===== src/rtl/regfile_mp.sv =====
// Multi-read-port integer register file with a per-register pending-write scoreboard.
// x0 is hardwired to zero. A same-cycle write can optionally be forwarded to the read ports.
module regfile_mp #(
    parameter int XLEN   = 32,
    parameter int NREG   = 32,
    parameter int NRD    = 2,
    parameter int BYPASS = 1
) (
    input  logic                  clk,
    input  logic                  reset_n,
    input  logic [NRD*$clog2(NREG)-1:0] rs_addr,
    output logic [NRD*XLEN-1:0]   rd_data,
    output logic [NRD-1:0]        rs_busy,
    input  logic                  we,
    input  logic [$clog2(NREG)-1:0] wa,
    input  logic [XLEN-1:0]       wd,
    input  logic                  iss_valid,
    input  logic [$clog2(NREG)-1:0] iss_rd,
    output logic                  busy_any
);

    localparam int AW = $clog2(NREG);

    logic [XLEN-1:0] regs_r [NREG];
    logic [NREG-1:0] pend_r;
    logic [NREG-1:0] pend_next_s;
    logic            wr_en_s;
    logic            iss_en_s;

    assign wr_en_s  = we && (wa != {AW{1'b0}});
    assign iss_en_s = iss_valid && (iss_rd != {AW{1'b0}});

    // Scoreboard next state: the retiring write clears first, so a younger issue to the same register wins
    always_comb begin
        pend_next_s = pend_r;
        if (wr_en_s) begin
            pend_next_s[wa] = 1'b0;
        end else begin
            pend_next_s = pend_next_s;
        end
        if (iss_en_s) begin
            pend_next_s[iss_rd] = 1'b1;
        end else begin
            pend_next_s = pend_next_s;
        end
    end

    // Storage and pending bits; reset overrides any write or issue in the same cycle
    always_ff @(posedge clk) begin
        if (!reset_n) begin
            for (int i = 0; i < NREG; i++) begin
                regs_r[i] <= {XLEN{1'b0}};
            end
            pend_r <= {NREG{1'b0}};
        end else begin
            if (wr_en_s) begin
                regs_r[wa] <= wd;
            end
            pend_r <= pend_next_s;
        end
    end

    // Aggregate busy flag, forced quiet while reset is asserted
    always_comb begin
        if (!reset_n) begin
            busy_any = 1'b0;
        end else begin
            busy_any = |pend_r;
        end
    end

    genvar p;
    generate
        for (p = 0; p < NRD; p++) begin : g_rd
            logic [AW-1:0] addr_s;
            logic          fwd_s;

            assign addr_s = rs_addr[p*AW +: AW];
            assign fwd_s  = (BYPASS != 0) && we && (wa == addr_s);

            // Read port: zero register, then forwarded write data, then storage
            always_comb begin
                if (!reset_n) begin
                    rd_data[p*XLEN +: XLEN] = {XLEN{1'b0}};
                    rs_busy[p]              = 1'b0;
                end else if (addr_s == {AW{1'b0}}) begin
                    rd_data[p*XLEN +: XLEN] = {XLEN{1'b0}};
                    rs_busy[p]              = 1'b0;
                end else if (fwd_s) begin
                    rd_data[p*XLEN +: XLEN] = wd;
                    rs_busy[p]              = 1'b0;
                end else begin
                    rd_data[p*XLEN +: XLEN] = regs_r[addr_s];
                    rs_busy[p]              = pend_r[addr_s];
                end
            end
        end
    endgenerate

endmodule


===== config.mk =====
export PLATFORM = sky130hd
export DESIGN_NAME = regfile_mp
export DESIGN_NICKNAME = d
export VERILOG_FILES = /design/src/rtl/regfile_mp.sv
export SDC_FILE = /design/constraint.sdc
export NUM_CORES = 2
export LEC_CHECK = 0
export ABC_CLOCK_PERIOD_IN_PS = 4200
export BUFFER_PORTS_ARGS = -buffer_cell sky130_fd_sc_hd__buf_2
export CAP_MARGIN = 20
export CELL_PAD_IN_SITES_DETAIL_PLACEMENT = 1
export CELL_PAD_IN_SITES_GLOBAL_PLACEMENT = 1
export CORE_UTILIZATION = 40
export CTS_BUF_LIST = sky130_fd_sc_hd__clkbuf_4
export CTS_CLUSTER_SIZE = 28
export DETAILED_ROUTE_END_ITERATION = 8
export PLACE_DENSITY_LB_ADDON = 0.15
export SYNTH_ARGS = -nofsm -noshare
export SYNTH_HDL_FRONTEND = slang
export SYNTH_SLANG_ARGS = --single-unit

===== constraint.sdc =====
create_clock -name clk -period 4.2 [get_ports clk]
set_input_delay 0.63 -clock clk [delete_from_list [all_inputs] [get_ports clk]]
set_output_delay 0.63 -clock clk [all_outputs]
set_load 0.005 [all_outputs]

==> metrics <==
Final Critical Period 3970 ps; post-synthesis cell count 3697; syn_area_per_cell 15.2 um^2; GP Congestion 0.851; pin count of the biggest net entering global routing 66; Data arrival, critical path 3340 ps; CP max-delay cell a22oi_1; status completed; Max Cap Viol 0; critical path's largest stage delay 510 ps; Total Wirelength 225000 um; Period Utilization, post-route 94.6%; Slew @ Worst Pin 1120 ps; maximum VDD drop 0.000211 V; top_reg_cell synth edfxtp_1; Worst EP required 3570 ps; DR pass1 iterations 5; crit-path cells mux4_2 > a22oi_1 > nand3_1 > a32o_1 > buf_2; clock sink count 1056; Root Buffer clkbuf_4; hpwl dp 133000 um; fmax 252 MHz; Yosys warnings 0; ys async rst share 0%; hold path start wd[28]; post-synth top area share 54.8%; worst min path class primary input to flop; FF+latch count, synth 1056; Rel. slew slack 25.2%; antenna violations before repair 37; Clock Latency Late Sink 1270 ps; most common cell in the netlist edfxtp_1; P_leak 22.3 nW; Final Hold Fails 0; CTS tree yes; cell family with most CP delay compound AO/OA/AOI/OAI gates; row cnt 137; CP bufs+invs 1; DRC Markers 0; WHS 116 ps; Die Area 142000 um^2; CP endpoint kind output port; cell area after synthesis 56100 um^2; Detail Route Antenna Nets 0; Synth cell types 50; Total GRT Usage 31.9%; post-cts hold buffer count 42; H-tree depth 5; Setup crit start kind flop; FF-to-FF End pend_r[14]$_SDFF_PN0_; top cells by area in the synthesized netlist edfxtp_1 (55%), mux4_2 (21%), and2_1 (11%); PwrDens 391 nW/um^2; vias per inst 6.24; Congestion Overflow GR 0; EDFF count, synth 1024; Initial Util 40.3%; final net count 4061; Clock transition at path regs 60 ps; CTS Buf Count 318; top cell type by total area after synthesis edfxtp_1; R2R cell count 3; most frequent cells after synthesis edfxtp_1 (1024), and2_1 (996), mux4_2 (532), clkbuf_1 (296), o22ai_1 (123); Top Ports 123; setup bufs post-CTS 0; core area 139000 um^2; Initial DRC Count 4653; Min-Delay Endpoint regs_r[1][28]$_SDFFCE_PN0P_; via count 38100; # setup viols final 0; reg2reg setup slack 2960 ps; die height 377 um; share of cells above drive strength 1 33.3%; post-cts resize count 0; Worst Skew 0 ps; vias in the first global route 40000; RR Startpoint pend_r[14]$_SDFF_PN0_; wire length per cell 36.8 um; synthesis-to-finish area growth 15.0%; Max Slew Vio Count 0; Seq/Total Area, Yosys 55.9%; CP Max Fanout 2; worst hold path cell count 2; PortBufs 122; total power 25.3 mW; CP Class flop to output port; RSZ-0062 raised after global routing false; first-pass GRT wire length 310000 um; CTS max path bufs 4; Die Wd 377 um
area by class of cell:
class                   count  area (um^2)
multi-input cells        2228        23700
flip-flops and latches   1056        31400
inverters                  36          135
diodes                     20         50.0
repair buffers            365         3310
clock inverters            72          278
clock buffers             451         3390
fillers                 13700        74800
well taps                1876         2350
logic make-up (layout without fill, tap and decap cells):
family                 after synthesis  in the layout  share of synthesized area [%]
multiplexers                       632            632                           23.1
flip-flops                        1056           1056                           55.9
AND/OR/NAND/NOR                   1196           1196                           12.9
buffers and inverters              444            924                           3.28
AO/OA/AOI/OAI                      358            358                           4.66
XOR/XNOR                            10             10                          0.156
other                                1             52                        0.00668
state kept, by name (all words and copies together) (netlist names):
| signal | flops |
|---|---|
| regs_r | 1024 |
| pend_r | 32 |
layout by cell type, fill, tap and decap left out, types with 40 or more instances in the layout:
cell / Yosys / routed
dlygate4sd3_1: 0 / 42
clkinv_1: 0 / 62
and2_1: 996 / 994
edfxtp_1: 1024 / 1024
o22ai_1: 123 / 123
mux2i_1: 100 / 100
mux4_2: 532 / 532
nand3_1: 40 / 40
buf_12: 0 / 57
a22oi_1: 92 / 92
clkbuf_4: 0 / 451
buf_4: 6 / 145
a32o_1: 63 / 63
buf_2: 81 / 115
metal layers:
metal / vias up / global-route usage (%) / wire length, um
li1: 15200 / - / -
met1: 20200 / 40.7 / 85500
met2: 2192 / 52.2 / 109000
met3: 546 / 6.07 / 19400
met4: 2 / 15.3 / 11000
met5: - / 0 / 13
where the power goes:
part	total (mW)	internal, mW	leakage, nW	switching, mW
logic	3.24	1.36	10.0	1.88
registers	12.4	12.1	10.0	0.303
clock network	9.59	4.89	2.21	4.70
stage by stage:
step	utilization, %	setup TNS (ps)	setup slack, ps	instance area, um^2	instances
floorplan	-	-13520	-56.4	56300	3728
global placement	43.3	0	488	60400	5519
detailed placement	43.3	0	487	60400	5519
CTS	46.3	0	199	64500	6084
global route	46.3	0	157	64500	6090
finish	46.3	0	226	64500	6104
worst max-delay path by stage:
stage | slack (ps) | cells after the start | end | start
2_1_floorplan | -60 | 4 | regs_r[9][0]$_SDFFCE_PN0P_ | wa[4]
3_3_place_gp | 490 | 7 | rs_busy[1] | rs_addr[5]
3_5_place_dp | 490 | 7 | rd_data[61] | rs_addr[5]
4_1_cts | 200 | 5 | rd_data[24] | regs_r[18][24]$_SDFFCE_PN0P_
5_1_grt | 160 | 5 | rd_data[5] | regs_r[19][5]$_SDFFCE_PN0P_
6_report | 230 | 5 | rd_data[24] | regs_r[18][24]$_SDFFCE_PN0P_
Power figures use the tool's default switching activity.
